$ cat config.mk
export PLATFORM = sky130hd
export DESIGN_NAME = qci_channel_arbiter_flat
export DESIGN_NICKNAME = d
export VERILOG_FILES = /design/src/rtl/qci_pkg.sv /design/src/rtl/qci_channel_arbiter_if.sv /design/src/rtl/qci_rr_select.sv /design/src/rtl/qci_channel_arbiter.sv /design/src/flat_wrapper.sv
export SDC_FILE = /design/constraint.sdc
export NUM_CORES = 1
export LEC_CHECK = 0
export ABC_CLOCK_PERIOD_IN_PS = 4270
export BUFFER_PORTS_ARGS = -buffer_cell sky130_fd_sc_hd__buf_2
export CELL_PAD_IN_SITES_DETAIL_PLACEMENT = 0
export CELL_PAD_IN_SITES_GLOBAL_PLACEMENT = 1
export CORE_AREA = 2 2 103 105
export CTS_CLUSTER_SIZE = 20
export DETAILED_ROUTE_END_ITERATION = 7
export DIE_AREA = 0 0 105 107
export PLACE_DENSITY = 0.91
export SKIP_LAST_GASP = 1
export SLEW_MARGIN = 0
export SYNTH_ARGS = -nofsm -noshare
export SYNTH_HDL_FRONTEND = slang
export SYNTH_HIERARCHICAL = 1
export SYNTH_SLANG_ARGS = --single-unit
$ cat constraint.sdc
create_clock -name clk -period 4.27 [get_ports clk]
set_input_delay 0.427 -clock clk [delete_from_list [all_inputs] [get_ports clk]]
set_output_delay 0.427 -clock clk [all_outputs]
set_load 0.1 [all_outputs]
$ cat src/rtl/qci_pkg.sv
// rtl/qci_pkg.sv - shared types and helpers for the QCI channel blocks
package qci_pkg;

  // Arbiter transaction phases.
  typedef enum logic [1:0] {
    ARB       = 2'd0,
    SEND      = 2'd1,
    WAIT_SYNC = 2'd2
  } qarb_state_t;

  // Phases of the downstream QCI handshake block.
  typedef enum logic [1:0] {
    HS_IDLE    = 2'd0,
    HS_MEASURE = 2'd1,
    HS_CORRECT = 2'd2,
    HS_SYNC    = 2'd3
  } qci_hs_state_t;

  // Index width that never collapses to zero bits.
  function automatic int id_w(input int n);
    return (n <= 2) ? 1 : $clog2(n);
  endfunction

endpackage

$ cat src/rtl/qci_channel_arbiter_if.sv
// rtl/qci_channel_arbiter_if.sv - requester ingress and handshake channel bundle
interface qci_channel_arbiter_if #(
  parameter int N_REQ  = 4,
  parameter int DATA_W = 8
);
  logic [N_REQ*DATA_W-1:0] req_data;
  logic [N_REQ-1:0]        req_valid;
  logic [N_REQ-1:0]        req_ready;
  logic [DATA_W-1:0]       hs_data;
  logic                    hs_valid;
  logic                    hs_ready;
  logic                    hs_sync;

  // Arbiter side: accepts requester bytes, drives the handshake channel.
  modport master (
    input  req_data, req_valid, hs_ready, hs_sync,
    output req_ready, hs_data, hs_valid
  );

  // Environment side: requesters plus the handshake instance.
  modport slave (
    output req_data, req_valid, hs_ready, hs_sync,
    input  req_ready, hs_data, hs_valid
  );
endinterface

$ cat src/rtl/qci_rr_select.sv
// rtl/qci_rr_select.sv - combinational round-robin pick starting after last_ptr
module qci_rr_select #(
  parameter int N_REQ = 4,
  parameter int ID_W  = 2
) (
  input  logic [N_REQ-1:0] req_valid,
  input  logic [ID_W-1:0]  last_ptr,
  output logic [N_REQ-1:0] grant,
  output logic [ID_W-1:0]  idx,
  output logic             any
);

  logic [ID_W-1:0] cand;
  logic            found;

  // Walk last_ptr+1, last_ptr+2, ... modulo N_REQ and take the first valid one.
  always_comb begin
    grant = '0;
    idx   = '0;
    any   = |req_valid;
    found = 1'b0;
    cand  = '0;
    for (int k = 1; k <= N_REQ; k++) begin
      cand = ID_W'((int'(last_ptr) + k) % N_REQ);
      if (!found && req_valid[cand]) begin
        found       = 1'b1;
        grant[cand] = 1'b1;
        idx         = cand;
      end
    end
  end

endmodule

$ cat src/rtl/qci_channel_arbiter.sv
// rtl/qci_channel_arbiter.sv - round-robin owner of the single QCI handshake channel
module qci_channel_arbiter
  import qci_pkg::*;
#(
  parameter int N_REQ   = 4,
  parameter int DATA_W  = 8,
  parameter int TIMEOUT = 1024,
  parameter int CNT_W   = 16,
  localparam int ID_W   = id_w(N_REQ)
) (
  input  logic                 clk,
  input  logic                 rst,
  qci_channel_arbiter_if.master bus,
  output logic [ID_W-1:0]      grant_id,
  output logic                 busy,
  output logic [N_REQ-1:0]     done_pulse,
  output logic [N_REQ-1:0]     timeout_pulse,
  output logic [CNT_W-1:0]     done_cnt,
  output logic [CNT_W-1:0]     timeout_cnt
);

  localparam int TIMER_W = $clog2(TIMEOUT);
  localparam logic [TIMER_W-1:0] TIMER_LAST = TIMER_W'(TIMEOUT - 1);
  localparam logic [N_REQ-1:0]   ONE_HOT0   = N_REQ'(1);

  qarb_state_t         state_q, state_d;
  logic [ID_W-1:0]     last_ptr_q, last_ptr_d;
  logic [ID_W-1:0]     grant_id_q, grant_id_d;
  logic [DATA_W-1:0]   hs_data_q, hs_data_d;
  logic                hs_valid_q, hs_valid_d;
  logic [TIMER_W-1:0]  timer_q, timer_d;
  logic [N_REQ-1:0]    done_pulse_q, done_pulse_d;
  logic [N_REQ-1:0]    timeout_pulse_q, timeout_pulse_d;
  logic [CNT_W-1:0]    done_cnt_q, done_cnt_d;
  logic [CNT_W-1:0]    timeout_cnt_q, timeout_cnt_d;

  logic [N_REQ-1:0]    sel_grant;
  logic [ID_W-1:0]     sel_idx;
  logic                sel_any;

  qci_rr_select #(
    .N_REQ (N_REQ),
    .ID_W  (ID_W)
  ) u_select (
    .req_valid (bus.req_valid),
    .last_ptr  (last_ptr_q),
    .grant     (sel_grant),
    .idx       (sel_idx),
    .any       (sel_any)
  );

  // The grant is only offered while arbitrating; it is already zero when nobody asks.
  assign bus.req_ready  = (state_q == ARB) ? sel_grant : '0;
  assign bus.hs_data    = hs_data_q;
  assign bus.hs_valid   = hs_valid_q;
  assign grant_id       = grant_id_q;
  assign busy           = (state_q != ARB);
  assign done_pulse     = done_pulse_q;
  assign timeout_pulse  = timeout_pulse_q;
  assign done_cnt       = done_cnt_q;
  assign timeout_cnt    = timeout_cnt_q;

  // State register; reset leaves req 0 as the first in line and drops any transaction.
  always_ff @(posedge clk) begin
    if (rst) begin
      state_q         <= ARB;
      last_ptr_q      <= ID_W'(N_REQ - 1);
      grant_id_q      <= '0;
      hs_data_q       <= '0;
      hs_valid_q      <= 1'b0;
      timer_q         <= '0;
      done_pulse_q    <= '0;
      timeout_pulse_q <= '0;
      done_cnt_q      <= '0;
      timeout_cnt_q   <= '0;
    end else begin
      state_q         <= state_d;
      last_ptr_q      <= last_ptr_d;
      grant_id_q      <= grant_id_d;
      hs_data_q       <= hs_data_d;
      hs_valid_q      <= hs_valid_d;
      timer_q         <= timer_d;
      done_pulse_q    <= done_pulse_d;
      timeout_pulse_q <= timeout_pulse_d;
      done_cnt_q      <= done_cnt_d;
      timeout_cnt_q   <= timeout_cnt_d;
    end
  end

  // Transaction sequencing: accept, present to channel, then wait for sync or give up.
  always_comb begin
    state_d         = state_q;
    last_ptr_d      = last_ptr_q;
    grant_id_d      = grant_id_q;
    hs_data_d       = hs_data_q;
    hs_valid_d      = hs_valid_q;
    timer_d         = timer_q;
    done_pulse_d    = '0;
    timeout_pulse_d = '0;
    done_cnt_d      = done_cnt_q;
    timeout_cnt_d   = timeout_cnt_q;

    case (state_q)
      ARB: begin
        if (sel_any) begin
          hs_data_d  = bus.req_data[sel_idx*DATA_W +: DATA_W];
          grant_id_d = sel_idx;
          hs_valid_d = 1'b1;
          state_d    = SEND;
        end
      end
      SEND: begin
        if (bus.hs_ready) begin
          hs_valid_d = 1'b0;
          timer_d    = '0;
          state_d    = WAIT_SYNC;
        end
      end
      WAIT_SYNC: begin
        // Sync is checked first so that it wins over a coincident terminal count.
        if (bus.hs_sync) begin
          done_pulse_d = ONE_HOT0 << grant_id_q;
          if (done_cnt_q != '1) done_cnt_d = done_cnt_q + 1'b1;
          last_ptr_d   = grant_id_q;
          state_d      = ARB;
        end else if (timer_q == TIMER_LAST) begin
          timeout_pulse_d = ONE_HOT0 << grant_id_q;
          if (timeout_cnt_q != '1) timeout_cnt_d = timeout_cnt_q + 1'b1;
          last_ptr_d      = grant_id_q;
          state_d         = ARB;
        end else begin
          timer_d = timer_q + 1'b1;
        end
      end
      default: state_d = ARB;
    endcase
  end

endmodule

$ cat src/flat_wrapper.sv
// flat-port wrapper written by rule: the top's interface ports become plain ports
module qci_channel_arbiter_flat import qci_pkg::*;
#(
  parameter int N_REQ   = 4,
  parameter int DATA_W  = 8,
  parameter int TIMEOUT = 1024,
  parameter int CNT_W   = 16,
  localparam int ID_W   = id_w(N_REQ)
)
  (clk, rst, grant_id, busy, done_pulse, timeout_pulse, done_cnt, timeout_cnt, bus_req_data, bus_req_valid, bus_hs_ready, bus_hs_sync, bus_req_ready, bus_hs_data, bus_hs_valid);
  qci_channel_arbiter_if #(.N_REQ(N_REQ), .DATA_W(DATA_W)) bus_i ();
  input  logic clk;
  input  logic rst;
  output logic [ID_W-1:0] grant_id;
  output logic busy;
  output logic [N_REQ-1:0] done_pulse;
  output logic [N_REQ-1:0] timeout_pulse;
  output logic [CNT_W-1:0] done_cnt;
  output logic [CNT_W-1:0] timeout_cnt;
  input wire logic [$bits(bus_i.req_data)-1:0] bus_req_data;
  input wire logic [$bits(bus_i.req_valid)-1:0] bus_req_valid;
  input wire logic [$bits(bus_i.hs_ready)-1:0] bus_hs_ready;
  input wire logic [$bits(bus_i.hs_sync)-1:0] bus_hs_sync;
  output wire logic [$bits(bus_i.req_ready)-1:0] bus_req_ready;
  output wire logic [$bits(bus_i.hs_data)-1:0] bus_hs_data;
  output wire logic [$bits(bus_i.hs_valid)-1:0] bus_hs_valid;
  assign bus_i.req_data = bus_req_data;
  assign bus_i.req_valid = bus_req_valid;
  assign bus_i.hs_ready = bus_hs_ready;
  assign bus_i.hs_sync = bus_hs_sync;
  assign bus_req_ready = bus_i.req_ready;
  assign bus_hs_data = bus_i.hs_data;
  assign bus_hs_valid = bus_i.hs_valid;
  qci_channel_arbiter #(.N_REQ(N_REQ), .DATA_W(DATA_W), .TIMEOUT(TIMEOUT), .CNT_W(CNT_W)) u_core (.clk(clk), .rst(rst), .bus(bus_i), .grant_id(grant_id), .busy(busy), .done_pulse(done_pulse), .timeout_pulse(timeout_pulse), .done_cnt(done_cnt), .timeout_cnt(timeout_cnt));
endmodule
==> results of run 1 <==
## Yosys cell counts (4+ instances only)
| cell type | instances |
|---|---|
| o21ai_0 | 9 |
| nor2_1 | 34 |
| o2bb2ai_1 | 4 |
| nand4_1 | 18 |
| mux2_1 | 4 |
| a31oi_1 | 9 |
| mux2_2 | 6 |
| mux2i_1 | 4 |
| nand2b_1 | 6 |
| nand3_1 | 17 |
| o22ai_1 | 6 |
| buf_6 | 4 |
| and4_1 | 4 |
| or4_1 | 15 |
| and2_1 | 6 |
| nor3_1 | 5 |
| a21oi_1 | 38 |
| o21ai_1 | 4 |
| mux4_2 | 8 |
| nor2b_1 | 10 |
| or3_1 | 9 |
| inv_1 | 18 |
| buf_2 | 7 |
| clkbuf_1 | 12 |
| dfxtp_1 | 65 |
| and3_1 | 11 |
| nand2_1 | 47 |
| nor4_1 | 10 |
| o31ai_1 | 13 |
| ha_1 | 11 |
## routing by layer
metal	up-vias	wire, µm
li1	1931	-
met1	1847	4430
met2	128	4600
met3	6	661
met4	0	75
met5	-	0
## sequential cells by signal, indices dropped and copies added, names as in the netlist
register and count:
u_core/done_cnt 16, u_core/timeout_cnt 16, u_core/timer_q 10, u_core/bus.hs_data 8, u_core/done_pulse 4, u_core/timeout_pulse 4
u_core/grant_id 2, u_core/last_ptr_q 2, u_core/state_q 2, u_core/bus.hs_valid 1
## worst max-delay path: cells and delay by family, from the launching register on
kind,cells,cell delay (ns)
AO/OA/AOI/OAI,3,0.65
flip-flops,1,0.74
adder cells (fa/ha/maj),1,0.66
buffers and inverters,2,0.60
AND/OR/NAND/NOR,2,0.32
## power breakdown
part,switching [mW],internal (mW),leakage [nW]
registers,0.0159,0.621,0.526
logic,0.235,0.0937,1.23
clock network,0.268,0.281,0.103
## layout make-up
class / instances / area (µm²) / share of cell area
timing repair buffer: 101 / 520 / 0.110
clock inverter: 7 / 83.8 / 0.0177
tap: 136 / 170 / 0.0358
clock buffer: 9 / 124 / 0.0261
inverter: 18 / 67.6 / 0.0142
multi-input combinational: 359 / 2480 / 0.523
sequential: 65 / 1300 / 0.274
## kinds of logic (layout without fill, tap and decap cells)
family | count (synthesis) | count (layout) | share of synthesized area
flops | 65 | 65 | 0.327
buf+inv | 44 | 135 | 0.0521
simple gates | 212 | 212 | 0.300
fa+ha+maj | 11 | 11 | 0.0345
compound gates | 109 | 109 | 0.179
mux | 27 | 27 | 0.108
## stage by stage
stage	cells	setup WS, ns	power, mW
after floorplan	468	1.07	0.917
after global placement	679	0.948	0.977
after detailed placement	679	0.842	0.981
after CTS	695	0.540	1.53
after global routing	695	0.343	1.58
final	695	0.543	1.51
## how the worst min path moves through the flow
stage               slack (ns)                   from                    end  depth (start not counted)
detailed placement        0.45  u_core/bus.hs_data[2]  u_core/bus.hs_data[2]                          2
global route              0.31           bus_hs_ready      u_core/state_q[0]                          2
CTS                       0.29           bus_hs_ready      u_core/state_q[0]                          2
finish                    0.31           bus_hs_ready      u_core/state_q[0]                          2
global placement          0.45  u_core/bus.hs_data[6]  u_core/bus.hs_data[6]                          2
floorplan                 0.46      u_core/timer_q[3]      u_core/timer_q[3]                          1
==> results.sh, run 1 <==
export IMPL_synth_cell_types=66
export IMPL_r2r_slack_ns=0.82
export IMPL_start_util=0.395
export IMPL_setup_tns_ns=0
export IMPL_grt_setup_unrepaired="no"
export IMPL_final_area_um2=4750
export IMPL_postRouteAntennaNets=0
export IMPL_slowest_stage="dfxtp_1"
export IMPL_diodes=0
export IMPL_synth_edf_count=0
export IMPL_reg2reg_to="u_core/bus.hs_data[5]"
export IMPL_num_fill_cells=1031
export IMPL_rows=37
export IMPL_clock_path_buffers=2
export IMPL_post_drt_wl_per_cell_um=14.1
export IMPL_synth_top_area_frac=0.327
export IMPL_crit_end="bus_req_ready[2]"
export IMPL_seq_area_frac_synth=0.327
export IMPL_die_area_um2=11200
export IMPL_die_h_um=107
export IMPL_grtUsageMet3=0.0395
export IMPL_coreArea_um2=10100
export IMPL_reg2reg_from="u_core/last_ptr_q[1]"
export IMPL_skew_ns=0.0105
export IMPL_end_kind="primary output"
export IMPL_critPathArrivalTime_ns=3.30
export IMPL_cap_violations=0
export IMPL_place_area_um2=4540
export IMPL_io_buffers=95
export IMPL_fin_crit_sh=0.873
export IMPL_status="finished clean"
export IMPL_final_common_cell="buf_2"
export IMPL_drc_errors=0
export IMPL_synth_largest_area_cell="dfxtp_1"
export IMPL_antenna_found_initial=0
export IMPL_startpoint="u_core/last_ptr_q[1]"
export IMPL_yosys_warnings=6
export IMPL_required_ns=3.84
export IMPL_grt_ovfl_total=0
export IMPL_p_per_area_nw_per_um2=319
export IMPL_top_usage_layer="met2"
export IMPL_ys_ff_latch=65
export IMPL_fin_nets=605
export IMPL_synthArstFlopShare=0
export IMPL_clk_pin_slew_ns=0.08
export IMPL_relSlewSlack=0.560
export IMPL_min_period_ns=3.73
export IMPL_max_vdd_ir_drop_mv=0.185
export IMPL_clk_latency_ns=0.34
export IMPL_crit_fanout=18
export IMPL_drtPass1Iterations=4
export IMPL_hold_path_class="input port to flop"
export IMPL_grt_use_met1=0.222
export IMPL_vias_per_cell=5.63
export IMPL_grt_pass1_wl_um=16700
export IMPL_grt_pass1_vias=3596
export IMPL_setup_worst_path_start_class="flop"
export IMPL_grt_max_degree=38
export IMPL_worst_slew_pin_slew_ns=0.660
export IMPL_syn_inst=468
export IMPL_final_setup_viol_count=0
export IMPL_io_pins=96
export IMPL_cts_made_buffers=9
export IMPL_cts_resized=0
export IMPL_dr_total_vias=3912
export IMPL_ys_top_cells_by_area="dfxtp_1, a21oi_1, mux4_2, nand2_1, ha_1"
export IMPL_p_leak_nw=1.86
export IMPL_grtUsageMet2=0.300
export IMPL_synth_area_um2=3990
export IMPL_ctsRootBufferMaster="clkbuf_8"
export IMPL_cts_setup_buffers=0
export IMPL_htree_levels=3
export IMPL_final_cell_mix="buf_2, dfxtp_1, nand2_1"
export IMPL_synthToLayoutAreaGrowth_pct=19.2
export IMPL_routed_wl_um=9770
export IMPL_slowest_delay_ns=0.74
export IMPL_final_util=0.471
export IMPL_drive_gt1_frac=0.270
export IMPL_clkSinkCount=65
export IMPL_cts_tree="done"
export IMPL_hpwl_um=7090
export IMPL_reg2reg_depth=10
export IMPL_syn_area_per_cell_um2=8.52
export IMPL_drtIter0Drc=229
export IMPL_synth_main_ff_cell="dfxtp_1"
export IMPL_hold_viol_final=0
export IMPL_holdBufCountCts=0
export IMPL_timing_hold_ws_ns=0.311
export IMPL_fmax_mhz=268
export IMPL_slew_viol_final=0
export IMPL_finalWeightedCongestion=0.854
export IMPL_die_x_um=105
export IMPL_syn_nets=519
export IMPL_grt_use_total=0.175
export IMPL_path_class="flop to primary output"
export IMPL_crit_chain="inv_1 -> ha_1 -> nand2b_1 -> o22ai_1 -> a2111oi_1 -> o2bb2ai_1 -> and2_1 -> buf_2"
(Power assumes the default switching activity.)
==> run 2: changes to the inputs <==
--- a/config.mk
+++ b/config.mk
@@ -5,15 +5,15 @@
 export SDC_FILE = /design/constraint.sdc
 export NUM_CORES = 1
 export LEC_CHECK = 0
-export ABC_CLOCK_PERIOD_IN_PS = 4270
+export ABC_CLOCK_PERIOD_IN_PS = 3270
 export BUFFER_PORTS_ARGS = -buffer_cell sky130_fd_sc_hd__buf_2
 export CELL_PAD_IN_SITES_DETAIL_PLACEMENT = 0
 export CELL_PAD_IN_SITES_GLOBAL_PLACEMENT = 1
-export CORE_AREA = 2 2 103 105
+export CORE_AREA = 2 2 109 111
 export CTS_CLUSTER_SIZE = 20
 export DETAILED_ROUTE_END_ITERATION = 7
-export DIE_AREA = 0 0 105 107
-export PLACE_DENSITY = 0.91
+export DIE_AREA = 0 0 111 113
+export PLACE_DENSITY = 0.86
 export SKIP_LAST_GASP = 1
 export SLEW_MARGIN = 0
 export SYNTH_ARGS = -nofsm -noshare
==> constraint.sdc (replaced) <==
create_clock -name clk -period 3.27 [get_ports clk]
set_input_delay 0.327 -clock clk [delete_from_list [all_inputs] [get_ports clk]]
set_output_delay 0.327 -clock clk [all_outputs]
set_load 0.1 [all_outputs]
==> results.sh, run 2 (same netlist as run 1, synthesis figures left out) <==
export IMPL_slowest_delay_ns=0.61
export IMPL_diodes=0
export IMPL_die_area_um2=12500
export IMPL_start_util=0.354
export IMPL_clk_latency_ns=0.32
export IMPL_max_vdd_ir_drop_mv=0.300
export IMPL_dr_total_vias=3934
export IMPL_routed_wl_um=10400
export IMPL_clkSinkCount=65
export IMPL_post_drt_wl_per_cell_um=14.8
export IMPL_fin_crit_sh=0.910
export IMPL_drtPass1Iterations=4
export IMPL_relSlewSlack=0.517
export IMPL_path_class="flop to primary output"
export IMPL_crit_end="bus_req_ready[3]"
export IMPL_cts_resized=0
export IMPL_grt_ovfl_total=0
export IMPL_grt_pass1_vias=3658
export IMPL_crit_cells=8
export IMPL_ctsRootBufferMaster="clkbuf_16"
export IMPL_critPathArrivalTime_ns=2.65
export IMPL_synthToLayoutAreaGrowth_pct=22.3
export IMPL_cts_setup_buffers=0
export IMPL_p_leak_nw=1.91
export IMPL_crit_chain="inv_1 -> ha_1 -> nand2b_1 -> o22ai_1 -> a2111oi_1 -> o2bb2ai_1 -> and2_1 -> buf_2"
export IMPL_grt_use_total=0.169
export IMPL_cts_made_buffers=9
export IMPL_coreArea_um2=11300
export IMPL_end_kind="primary output"
export IMPL_p_per_area_nw_per_um2=465
export IMPL_holdBufCountCts=0
export IMPL_hold_viol_final=0
export IMPL_cts_tree="done"
export IMPL_die_h_um=113
export IMPL_reg2reg_to="u_core/bus.hs_data[1]"
export IMPL_rows=39
export IMPL_min_period_ns=2.98
export IMPL_status="finished clean"
export IMPL_reg2reg_depth=10
export IMPL_drtIter0Drc=286
export IMPL_startpoint="u_core/last_ptr_q[1]"
export IMPL_required_ns=2.94
export IMPL_drive_gt1_frac=0.271
export IMPL_hpwl_um=7480
export IMPL_r2r_slack_ns=0.39
export IMPL_fmax_mhz=336
export IMPL_final_setup_viol_count=0
export IMPL_grt_pass1_wl_um=17700
export IMPL_hold_path_class="input port to flop"
export IMPL_slowest_stage="ha_1"
export IMPL_postRouteAntennaNets=0
export IMPL_final_cell_mix="buf_2, dfxtp_1, nand2_1"
export IMPL_htree_levels=3
export IMPL_crit_fanout=13
export IMPL_skew_ns=0.00721
export IMPL_clock_path_buffers=2
export IMPL_critPathBufInv=2
export IMPL_vias_per_cell=5.60
export IMPL_grt_setup_unrepaired="no"
export IMPL_antenna_found_initial=0
export IMPL_drc_errors=0
export IMPL_slew_viol_final=0
export IMPL_setup_worst_path_start_class="flop"
export IMPL_io_buffers=95
export IMPL_die_x_um=111
export IMPL_critPathTopFamily="compound AO/OA/AOI/OAI gates"
export IMPL_cap_violations=0
export IMPL_finalWeightedCongestion=0.856
export IMPL_grt_max_degree=39
export IMPL_fin_nets=606
export IMPL_reg2reg_from="u_core/last_ptr_q[1]"
export IMPL_setup_tns_ns=0
export IMPL_final_common_cell="buf_2"
export IMPL_worst_slew_pin_slew_ns=0.725
export IMPL_clk_pin_slew_ns=0.06
export IMPL_num_fill_cells=1121
export IMPL_final_util=0.432
export IMPL_io_pins=96
[run 2: cell types whose count changed in the layout (fill, tap and decap cells not counted)]
cell	previous run	this run
buf_4	6	7
clkbuf_16	0	9
clkinv_4	1	2
inv_6	3	1
clkbuf_8	9	1
[run 2: metal layers]
| layer | GRT usage | wire length (µm) |
|---|---|---|
| met1 | 0.221 | 4670 |
| met2 | 0.279 | 4920 |
| met3 | 0.0461 | 729 |
| met4 | 0.0392 | 91 |
| met5 | 0 | 0 |
[run 2: report_power, final]
| part | internal [mW] | leakage [nW] | switching [mW] |
|---|---|---|---|
| logic | 0.123 | 1.24 | 0.313 |
| registers | 0.812 | 0.526 | 0.0198 |
| clock network | 0.621 | 0.151 | 0.378 |
[run 2: metrics by stage]
step	instance area (µm²)	setup WS (ns)	hold slack [ns]	total power, mW	std cells
finish	4870	0.294	0.238	2.27	703
global route	4870	0.0896	0.235	2.37	703
CTS	4870	0.300	0.227	2.30	703
detailed placement	4560	0.404	0.446	1.29	687
global placement	4560	0.475	0.450	1.28	687
floorplan	3990	0.0734	0.444	1.20	468
[run 2: layout make-up]
class / instances / area (µm²) / share of cell area
flip-flops and latches: 65 / 1300 / 0.267
well taps: 143 / 179 / 0.0367
clock inverters: 6 / 75.1 / 0.0154
repair buffers: 102 / 528 / 0.108
clock buffers: 10 / 239 / 0.0490
inverters: 18 / 67.6 / 0.0139
multi-input cells: 359 / 2480 / 0.510
[run 2: how the worst min path moves through the flow]
stage,startpoint,endpoint,slack (ns),cells past startpoint
after detailed placement,u_core/bus.hs_data[3],u_core/bus.hs_data[3],0.45,2
after floorplan,bus_hs_ready,u_core/state_q[0],0.44,1
after global routing,bus_hs_ready,u_core/state_q[0],0.23,2
final,bus_hs_ready,u_core/state_q[0],0.24,2
after global placement,u_core/bus.hs_data[2],u_core/bus.hs_data[2],0.45,2
after CTS,bus_hs_ready,u_core/state_q[0],0.23,2
